## config.mk

```make
export PLATFORM = sky130hd
export DESIGN_NAME = fifo_serial_tx_flat
export DESIGN_NICKNAME = d
export VERILOG_FILES = /design/src/rtl/fifo_serial_tx_if.sv /design/src/rtl/fifo_serial_tx.sv /design/src/flat_wrapper.sv
export SDC_FILE = /design/constraint.sdc
export NUM_CORES = 1
export LEC_CHECK = 0
export BUFFER_PORTS_ARGS = -buffer_cell sky130_fd_sc_hd__buf_2
export CORE_MARGIN = 5
export CORE_UTILIZATION = 37
export CTS_BUF_LIST = sky130_fd_sc_hd__clkbuf_16
export CTS_CLUSTER_SIZE = 8
export DETAILED_ROUTE_END_ITERATION = 8
export HOLD_SLACK_MARGIN = 0.1
export PLACE_DENSITY = 0.57
export SYNTH_ARGS = -nofsm -noshare
export SYNTH_HDL_FRONTEND = slang
export SYNTH_SLANG_ARGS = --single-unit
```

## constraint.sdc

```tcl
create_clock -name clk -period 1.35 [get_ports clk]
set_input_delay 0.0675 -clock clk [delete_from_list [all_inputs] [get_ports clk]]
set_output_delay 0.0675 -clock clk [all_outputs]
set_load 0.02 [all_outputs]
```

## src/rtl/fifo_serial_tx_if.sv

```systemverilog
// FIFO-side and serial-side signals of the drain stage.
// The master side is the FIFO plus its controller; the slave side is fifo_serial_tx.
interface fifo_serial_tx_if #(
    parameter int DATO_WIDTH = 3
);
    logic                  enable;
    logic                  empy;
    logic [DATO_WIDTH-1:0] datin;
    logic                  rd;
    logic                  tx;
    logic                  busy;
    logic                  frame_done;

    modport master (
        output enable, empy, datin,
        input  rd, tx, busy, frame_done
    );

    modport slave (
        input  enable, empy, datin,
        output rd, tx, busy, frame_done
    );
endinterface

```

## src/rtl/fifo_serial_tx.sv

```systemverilog
// Pops one FIFO word at a time and sends it LSB-first as a serial frame:
// start bit, data bits, optional even parity, stop bit.
module fifo_serial_tx #(
    parameter int DATO_WIDTH   = 3,
    parameter int CLKS_PER_BIT = 4,
    parameter int PARITY       = 0
) (
    input  logic            clk,
    input  logic            rst,
    fifo_serial_tx_if.slave bus
);
    localparam int DIV_W = (CLKS_PER_BIT > 1) ? $clog2(CLKS_PER_BIT) : 1;
    localparam int BIT_W = $clog2(DATO_WIDTH + 1);
    localparam logic [DIV_W-1:0] DIV_LAST = DIV_W'(CLKS_PER_BIT - 1);
    localparam logic [BIT_W-1:0] BIT_LAST = BIT_W'(DATO_WIDTH - 1);

    typedef enum logic [2:0] {IDLE, READ, WAIT, START, DATA, PAR, STOP} state_t;

    state_t                state;
    logic [DIV_W-1:0]      div;
    logic [BIT_W-1:0]      bitcnt;
    logic [DATO_WIDTH-1:0] shreg;
    logic [DATO_WIDTH-1:0] sh_next;
    logic                  par_bit;
    logic                  bit_end;

    assign sh_next = shreg >> 1;
    assign bit_end = (div == DIV_LAST);

    always_ff @(posedge clk) begin
        if (rst) begin
            state          <= IDLE;
            div            <= '0;
            bitcnt         <= '0;
            shreg          <= '0;
            par_bit        <= 1'b0;
            bus.rd         <= 1'b0;
            bus.tx         <= 1'b1;
            bus.busy       <= 1'b0;
            bus.frame_done <= 1'b0;
        end else begin
            bus.rd         <= 1'b0;
            bus.frame_done <= 1'b0;
            // divider only runs while a bit is on the line
            if (state inside {START, DATA, PAR, STOP})
                div <= bit_end ? '0 : div + 1'b1;
            case (state)
                IDLE: begin
                    if (bus.enable && !bus.empy) begin
                        state  <= READ;
                        bus.rd <= 1'b1;
                    end
                end
                READ: begin
                    state    <= WAIT;
                    bus.busy <= 1'b1;
                end
                WAIT: begin
                    // datout has had a full cycle to settle after the strobe
                    shreg   <= bus.datin;
                    par_bit <= ^bus.datin;
                    div     <= '0;
                    bus.tx  <= 1'b0;
                    state   <= START;
                end
                START: begin
                    if (bit_end) begin
                        state  <= DATA;
                        bus.tx <= shreg[0];
                    end
                end
                DATA: begin
                    if (bit_end) begin
                        shreg <= sh_next;
                        if (bitcnt == BIT_LAST) begin
                            bitcnt <= '0;
                            if (PARITY != 0) begin
                                state  <= PAR;
                                bus.tx <= par_bit;
                            end else begin
                                state  <= STOP;
                                bus.tx <= 1'b1;
                            end
                        end else begin
                            bitcnt <= bitcnt + 1'b1;
                            bus.tx <= sh_next[0];
                        end
                    end
                end
                PAR: begin
                    if (bit_end) begin
                        state  <= STOP;
                        bus.tx <= 1'b1;
                    end
                end
                STOP: begin
                    if (bit_end) begin
                        state          <= IDLE;
                        bus.busy       <= 1'b0;
                        bus.frame_done <= 1'b1;
                    end
                end
                default: state <= IDLE;
            endcase
        end
    end
endmodule

```

## src/flat_wrapper.sv

```systemverilog
// flat-port wrapper written by rule: the top's interface ports become plain ports
module fifo_serial_tx_flat 
#(
    parameter int DATO_WIDTH   = 3,
    parameter int CLKS_PER_BIT = 4,
    parameter int PARITY       = 0
)
  (clk, rst, bus_enable, bus_empy, bus_datin, bus_rd, bus_tx, bus_busy, bus_frame_done);
  fifo_serial_tx_if #(.DATO_WIDTH(DATO_WIDTH)) bus_i ();
  input  logic clk;
  input  logic rst;
  input wire logic [$bits(bus_i.enable)-1:0] bus_enable;
  input wire logic [$bits(bus_i.empy)-1:0] bus_empy;
  input wire logic [$bits(bus_i.datin)-1:0] bus_datin;
  output wire logic [$bits(bus_i.rd)-1:0] bus_rd;
  output wire logic [$bits(bus_i.tx)-1:0] bus_tx;
  output wire logic [$bits(bus_i.busy)-1:0] bus_busy;
  output wire logic [$bits(bus_i.frame_done)-1:0] bus_frame_done;
  assign bus_i.enable = bus_enable;
  assign bus_i.empy = bus_empy;
  assign bus_i.datin = bus_datin;
  assign bus_rd = bus_i.rd;
  assign bus_tx = bus_i.tx;
  assign bus_busy = bus_i.busy;
  assign bus_frame_done = bus_i.frame_done;
  fifo_serial_tx #(.DATO_WIDTH(DATO_WIDTH), .CLKS_PER_BIT(CLKS_PER_BIT), .PARITY(PARITY)) u_core (.clk(clk), .rst(rst), .bus(bus_i));
endmodule
```

==> out/metrics.yaml, run 1 <==
status: "finished, final reports clean"
post-cts-setup-buffer-count: 0
grt_pass1_vias: 561
arrival_ps: 1400
ys_seq_elements: 14
cts-buffers-inserted: 3
insertion_delay_ps: 240
rsz0062_at_grt: "false"
clk_path_buf_depth: 2
yosysWarnings: 0
cts.sinks: 14
clkTransAtPathRegs_ps: 50
io_pins: 11
max_stage_delay_ps: 330
yosys.cell_count.top_type: "dfxtp_1"
synthDistinctLibCells: 31
whs_endpoint: "u_core.bus.rd"
dp_hpwl_um: 1137
postSynthCellCount: 88
vias_per_cell: 5.168
finalCriticalPeriod_ps: 1278
drv_slew: 0
routed_wl_um: 1559
fmax_ghz: 0.7823
setup_violations: 0
cts_tree: "yes"
fin_util_pct: 48.70
worst_hold_slack_ps: 138.9
rows: 16
gp_congestion: 0.8055
grt_pass1_wl_um: 2442
cts-htree-levels: 1
fin_crit_sh_pct: 94.69
tightest_slew_ps: 278.8
synth_area_per_cell_um2: 8.346
worst_setup_path_end_kind: "flip-flop"
hold_violations: 0
drc: 0
grt_usage_pct: 11.73
cp_top_family: "flip-flops"
antenna_left: 0
die_y_um: 54.56
drt_first_iter_violations: 9
regToRegSetupSlack_ps: 70
synth_area_um2: 734.5
worstPathRequired_ps: 1470
reg2regPathDepth: 5
p_leak_nw: 0.4075
placed_cells: 126
whs_path_depth: 3
crit_chain: "ha_4, buf_4, or2b_1, a31oi_1, o21ai_0"
grt_max_degree: 15
first_pass_iters: 4
diodes: 0
power.density_nw_per_um2: 1269
yosysTopAreaCellShare_pct: 38.16
cap_viol_max_count: 0
synthFlopType: "dfxtp_1"
numPortBuffers: 10
ir_drop_mv: 0.7043
core_um2: 1922
initial_core_util_pct: 38.22
hp-start: "bus_empy"
clock_skew_ps: 1.732
synth_fp_nets: 96
vias: 677
grt_overflow: 0
crit_fanout: 4
cp-startpoint: "u_core.div[1]"
drive_above_1_share_pct: 28.85
setup_tns_ps: 0
crit_buf_inv: 1
chipWidth_um: 54.56
maxSlewHeadroom_pct: 81.39
worstSetupPathType: "reg2reg"
synth_edf_count: 0
async_reset_ff_share_pct: 0
dieArea_um2: 2976
ys_seq_area_share_pct: 38.16
area_delta_synth_final_pct: 27.43
synthTopCellsByArea: "dfxtp_1, a21oi_1, nor2_1"
stdcell_area_um2: 935.9
r2r-end: "u_core.bus.tx"
grt_antenna_before_repair: 0
start_kind: "flip-flop"
instances_no_fill: 131
synth_area_leader_cell: "dfxtp_1"
hold_class: "in2reg"
timing.rr.start: "u_core.div[1]"
wl_per_cell_um: 11.90
crit_slowest_cell: "dfxtp_2"
nNetsFinal: 113
place_area_um2: 829.5
synth_common_cells: "dfxtp_1, nor2_1, a21oi_1"
cts-root-buf: "clkbuf_16"
[power by group]
group / total (mW) / internal, mW / leakage [nW] / switching (mW)
sequential: 0.470 / 0.441 / 0.116 / 0.0293
clock: 0.560 / 0.391 / 0.0385 / 0.168
combinational: 0.158 / 0.0768 / 0.253 / 0.0811
total: 1.19 / 0.909 / 0.407 / 0.279
[per-layer routing]
layer  global-route usage [%]  part of all wire, %  vias up
met2                    17.33                   46        9
met1                    14.66                   48      317
li1                         -                    -      349
met4                    7.469                  1.7        0
met3                    3.542                  4.3        2
met5                        0                    0        -
[state kept, by name, summed over array words and instances (netlist names)]
register               flops
u_core.bus.busy            1
u_core.bus.tx              1
u_core.bus.frame_done      1
u_core.shreg               3
u_core.state               3
u_core.bitcnt              2
u_core.bus.rd              1
u_core.div                 2
[cell type report]
type | count | area (um^2)
well taps | 27 | 33.78
clock buffers | 3 | 75.07
fillers | 197 | 985.9
multi-input cells | 64 | 406.6
flip-flops and latches | 14 | 285.3
repair buffers | 19 | 120.1
clock inverters | 1 | 3.754
inverters | 3 | 11.26
[layout by cell type (no fill, tap or decap), types with 2 or more instances in the layout]
master     count
buf_2         10
dfxtp_1       10
a21oi_1       10
buf_4          8
nand3_1        3
o21ai_0        5
inv_1          2
a32oi_1        2
nor3_1         5
or4_1          2
clkbuf_16      3
nor2b_1        2
o22a_1         3
dfxtp_2        4
nand2_1        3
a31oi_1        4
nor2_1        12
[kinds of logic after synthesis]
family / Yosys count / synth area share (%)
AND/OR/NAND/NOR: 34 / 26.23
AO/OA/AOI/OAI: 27 / 22.83
flip-flops: 14 / 38.16
buffers and inverters: 10 / 8.176
multiplexers: 2 / 2.896
adder cells (fa/ha/maj): 1 / 1.703
[through the flow]
stage          setup WS (ps)  total power, mW
2_1_floorplan          20.30           0.5816
4_1_cts                31.29            1.207
6_report               71.73            1.188
3_5_place_dp           13.44           0.6318
3_3_place_gp           34.27           0.6295
5_1_grt                8.461            1.231
[worst max path at each step]
| stage | to | slack (ps) | cells past startpoint |
|---|---|---|---|
| final | u_core.bus.tx | 70 | 5 |
| after global routing | u_core.bus.tx | 8 | 5 |
| after CTS | u_core.bitcnt[1] | 30 | 4 |
| after floorplan | u_core.bitcnt[1] | 20 | 5 |
| after detailed placement | u_core.bitcnt[1] | 10 | 4 |
| after global placement | u_core.state[0] | 30 | 5 |
[worst register-to-register path, stage by stage (launching register included)]
cell and delay [ps]:
dfxtp_2 330, ha_4 170, buf_4 140, or2b_1 250, a31oi_1 170, o21ai_0 90
[repair_timing]
action / 4_1_cts / 5_1_grt
pin swaps: 0 / 1
endpoints found under the setup margin: 1 / 6
hold buffers: 1 / 0
gates resized for setup: 1 / 5
endpoints found under the hold margin: 1 / 0
(Power assumes the default switching activity.)
==> inputs of run 2 (changes only) <==
Settings changed: PLACE_DENSITY 0.57 to 0.55, SETUP_SLACK_MARGIN from default to 0.15.
Clock period 1.35 ns to 1.2 ns, I/O delays scaled along.
==> run 2 against run 1 <==
  * The flow now finishes with violations (setup timing)
  * Non-clock buffer count up 7
  * Worst setup slack worse by 120 ps
  * Wire length up 5.1%
  * Global-route usage up 1.2 points
  * Fmax up 2.5%
  * Worst hold slack better by 5.1 ps
  * Combinational power up 36%
  * Cell area up 14%
  * Critical path depth down 1
  * Critical path type unchanged
  * Largest cell class unchanged
==> out/metrics.yaml, run 2 (synthesized netlist as in run 1, its figures left out) <==
cp_top_family: "simple AND/OR/NAND/NOR gates"
power_frac_seq_pct: 38.9
ir_drop_mv: 0.8150
max_stage_delay_ps: 410
insertion_delay_ps: 240
swShare_pct: 23.21
whs_path_depth: 3
cap_viol_max_count: 0
gp_congestion: 0.8122
cts-buffers-inserted: 3
setup_tns_ps: -231.8
fin_ws_ps: -47.33
status: "complete, but fails checks"
routed_wl_um: 1638
cell_internal_pwr_mw: 1.039
reg_top3: "u_core.shreg x3, u_core.state x3"
nNetsFinal: 120
crit_buf_inv: 0
drt_first_iter_violations: 9
cts.sinks: 14
hold_violations: 0
numPortBuffers: 10
cts-root-buf: "clkbuf_16"
io_pins: 11
setup_violations: 7
antenna_left: 0
clk_path_buf_depth: 2
finalCriticalPeriod_ps: 1247
grt_antenna_before_repair: 0
fmax_ghz: 0.8017
violations: "setup timing"
grt_usage_pct: 12.93
instances_no_fill: 137
crit_fanout: 8
drc: 0
fin_crit_sh_pct: 103.9
tightest_slew_ps: 269.7
switchingPower_mw: 0.3139
worstPathRequired_ps: 1370
wl_per_cell_um: 11.96
worstSetupPathType: "reg2reg"
reg2regPathDepth: 4
dieArea_um2: 2976
rows: 16
clock_skew_ps: 1.402
chipWidth_um: 54.56
diodes: 0
hold_class: "in2reg"
cts_tree: "yes"
p_leak_nw: 0.4554
dp_slack_ps: -47.91
clkTransAtPathRegs_ps: 50
first_pass_iters: 4
initial_core_util_pct: 38.22
rsz0062_at_grt: "true"
maxSlewHeadroom_pct: 82.02
pwr-share-clk_pct: 45.3
fill_cells: 178
vias_per_cell: 5.007
cp.depth: 4
grt_max_degree: 15
power_frac_comb_pct: 15.9
final_cell_mix: "nor2_1, buf_2, buf_4"
area_delta_synth_final_pct: 45.48
grt_pass1_wl_um: 2732
crit_slowest_cell: "or4_1"
placed_cells: 130
cts-htree-levels: 1
start_kind: "flip-flop"
grt_overflow: 0
grt_pass1_vias: 641
drv_slew: 0
vias: 686
die_y_um: 54.56
power.density_nw_per_um2: 1266
drive_above_1_share_pct: 41.82
final_common_cell: "nor2_1"
core_um2: 1922
arrival_ps: 1420
worst_setup_path_end_kind: "flip-flop"
dp_hpwl_um: 1138
total_power_mw: 1.353
crit_chain: "ha_4, nand3b_4, or4_1, a21oi_1"
-- run 2: changes by cell type in the layout (fill, tap and decap cells not counted), sizes merged --
cell / previous run / this run
clkinv: 1 / 0
buf: 18 / 25
-- run 2: final cells by class --
cell class	count	area, um^2	area share [%]
Multi-Input combinational cell	64	452.9	42.39
Sequential cell	14	286.5	26.82
Timing Repair Buffer	26	209.0	19.56
Clock buffer	3	75.07	7.026
Tap cell	27	33.78	3.162
Inverter	3	11.26	1.054
-- run 2: worst paths after layout --
| kind | startpoint | end | slack [ps] |
|---|---|---|---|
| worst max-delay path | u_core.div[0] | u_core.bitcnt[1] | -50 |
| worst min-delay path | bus_empy | u_core.bus.rd | 140 |
| worst max register to register | u_core.div[0] | u_core.bitcnt[1] | -50 |
| worst min register to register | u_core.shreg[2] | u_core.shreg[2] | 480 |
-- run 2: timing repair --
action | 4_1_cts | 5_1_grt
endpoints found under the hold margin | 1 | 0
cloned | 0 | 0
pin swaps | 7 | 4
setup buffers | 3 | 0
hold buffers | 1 | 0
gates resized for setup | 12 | 6
endpoints found under the setup margin | 11 | 13
-- run 2: per-layer routing --
metal	global-route usage (%)	part of all wire [%]	vias up
li1	-	-	360
met1	16.01	50	318
met2	21.12	46	6
met3	3.542	3.2	2
met4	4.979	1.0	0
met5	0	0	-
-- run 2: worst reg2reg max path: stages, from the launching register on --
cell and delay, ps:
dfxtp_2 340, ha_4 180, nand3b_4 120, or4_1 410, a21oi_1 130
-- run 2: through the flow --
stage | hold WS [ps] | utilization [%] | instance area (um^2)
final | 143.9 | 55.60 | 1069
after global routing | 169.4 | 55.60 | 1069
after CTS | 134.8 | 54.69 | 1051
after detailed placement | 348.8 | 46.81 | 899.6
after global placement | 335.5 | 46.81 | 899.6
after floorplan | 139.3 | - | 749.5
-- run 2: power groups by stage --
stage / combinational, mW / sequential [mW] / clock (mW)
after floorplan: 0.125 / 0.532 / 0
after global placement: 0.190 / 0.529 / 0
after detailed placement: 0.191 / 0.530 / 0
after CTS: 0.209 / 0.523 / 0.625
after global routing: 0.237 / 0.529 / 0.648
final: 0.215 / 0.526 / 0.612
==> inputs of run 3 (changes only) <==
Settings changed: TNS_END_PERCENT from default to 20.
==> run 3 against run 2 <==
  * Largest cell class unchanged
  * Critical path depth is the same
  * The run still ends with setup timing left
  * Worst setup slack gained 2.3 ps
  * Fmax grew 0.19%
  * Final cell count is the same
  * Wire length grew 0.12%
  * Clock skew is essentially flat
  * Global-route usage grew 0.099 points
  * Highest routed layer unchanged
  * Sequential power shrank 0.8%
==> out/metrics.yaml, run 3 (synthesized netlist as in run 1, its figures left out) <==
finalCriticalPeriod_ps: 1245
gp_congestion: 0.7866
maxSlewHeadroom_pct: 81.90
drv_slew: 0
gr-usage-met1_pct: 18.91
cp-startpoint: "u_core.div[0]"
dp_hpwl_um: 1163
cts-root-buf: "clkbuf_16"
numPortBuffers: 10
nNetsFinal: 119
violations: "setup timing"
busiest_layer: "met1"
power.density_nw_per_um2: 1334
rows: 16
cts_tree: "yes"
fmax_ghz: 0.8032
rsz0062_at_grt: "true"
clock_skew_ps: 1.832
total_power_mw: 1.364
fin_ws_ps: -45.00
antenna_left: 0
tightest_slew_ps: 271.6
grt_usage_pct: 13.02
setup_violations: 2
register_area_um2: 287.8
drt_first_iter_violations: 20
grt_util_met2_pct: 16.93
hp-start: "bus_empy"
post-cts-setup-buffer-count: 0
chipWidth_um: 54.56
arrival_ps: 1420
cap_viol_max_count: 0
use_met3_pct: 3.270
first_pass_iters: 4
fill_cells: 185
placed_cells: 132
grt_pass1_wl_um: 2739
final_common_cell: "buf_4"
die_y_um: 54.56
io_pins: 11
grt_pass1_vias: 604
grt_max_degree: 15
crit_fanout: 7
multi_input_area_um2: 441.7
max_stage_delay_ps: 410
dp_slack_ps: -31.20
status: "complete, but fails checks"
fin_crit_sh_pct: 103.7
cts.sinks: 14
crit_chain: "ha_4, nand3b_4, or4_1, a21oi_1"
grt_overflow: 0
cts-buffers-inserted: 3
worstSetupPathType: "reg2reg"
cts-htree-levels: 1
vias_per_cell: 5.066
area_delta_synth_final_pct: 39.18
setup_tns_ps: -86.96
initial_core_util_pct: 38.22
hold_class: "in2reg"
insertion_delay_ps: 240
grt_antenna_before_repair: 0
clk_path_buf_depth: 2
ir_drop_mv: 0.7207
reg_top3: "u_core.shreg x3, u_core.state x3"
worst_setup_path_end_kind: "flip-flop"
final_cell_mix: "buf_4, nor2_1, buf_2, dfxtp_1, a21oi_1"
diodes: 0
drive_above_1_share_pct: 40.00
hold_violations: 0
crit_slowest_cell: "or4_1"
drc: 0
start_kind: "flip-flop"
clkTransAtPathRegs_ps: 50
p_leak_nw: 0.4408
wl_per_cell_um: 11.97
timing.rr.start: "u_core.div[0]"
instances_no_fill: 137
regToRegSetupSlack_ps: -40
dieArea_um2: 2976
routed_wl_um: 1640
core_um2: 1922
worstPathRequired_ps: 1370
fin_util_pct: 53.19
vias: 694
[run 3: cell types whose count changed in the layout (fill, tap and decap cells not counted), moves of 2 or more]
cell     before  now
buf_4        10   13
a21oi_2       1    3
buf_12        2    0
buf_6         3    1
dfxtp_2       5    3
[run 3: worst paths after layout]
kind,endpoint,cells past startpoint
worst max-delay path,u_core.bitcnt[0],4
worst min-delay path,u_core.bus.rd,3
worst max register to register,u_core.bitcnt[0],4
worst min register to register,u_core.shreg[2],2
[run 3: cell type report]
| cell class | instances | share of cell area (%) |
|---|---|---|
| clock inverters | 1 | 0.3672 |
| flip-flops and latches | 14 | 28.15 |
| repair buffers | 25 | 16.52 |
| clock buffers | 3 | 7.344 |
| well taps | 27 | 3.305 |
| inverters | 3 | 1.102 |
| multi-input cells | 64 | 43.21 |
[run 3: critical path: cells and delay by family (launching register included)]
kind | cells | cell delay, ps
AO/OA/AOI/OAI | 1 | 130
flip-flops | 1 | 350
AND/OR/NAND/NOR | 2 | 530
adder cells (fa/ha/maj) | 1 | 170
[run 3: report_power, final]
group	total (mW)	switching (mW)	internal (mW)	leakage [nW]
combinational	0.207	0.106	0.101	0.286
clock	0.635	0.194	0.441	0.0385
sequential	0.522	0.0281	0.494	0.116
total	1.36	0.328	1.04	0.441
[run 3: repair_timing]
| action | 4_1_cts | 5_1_grt |
|---|---|---|
| endpoints found under the setup margin | 11 | 12 |
| gates resized for setup | 8 | 7 |
| hold buffers | 1 | 0 |
| endpoints found under the hold margin | 1 | 0 |
| pin swaps | 6 | 3 |
[run 3: routing by layer]
metal  part of all wire [%]  up-vias
met4                   0.43        0
met5                      0        -
met2                     45        8
met3                    2.3        2
met1                     52      323
li1                       -      361
[run 3: per-stage QoR]
step                      hold slack [ps]  area, um^2
after floorplan                     139.3       749.5
after detailed placement            343.1       889.6
final                               122.1        1022
after global placement              333.8       889.6
after global routing                147.5        1022
after CTS                           125.1       998.5
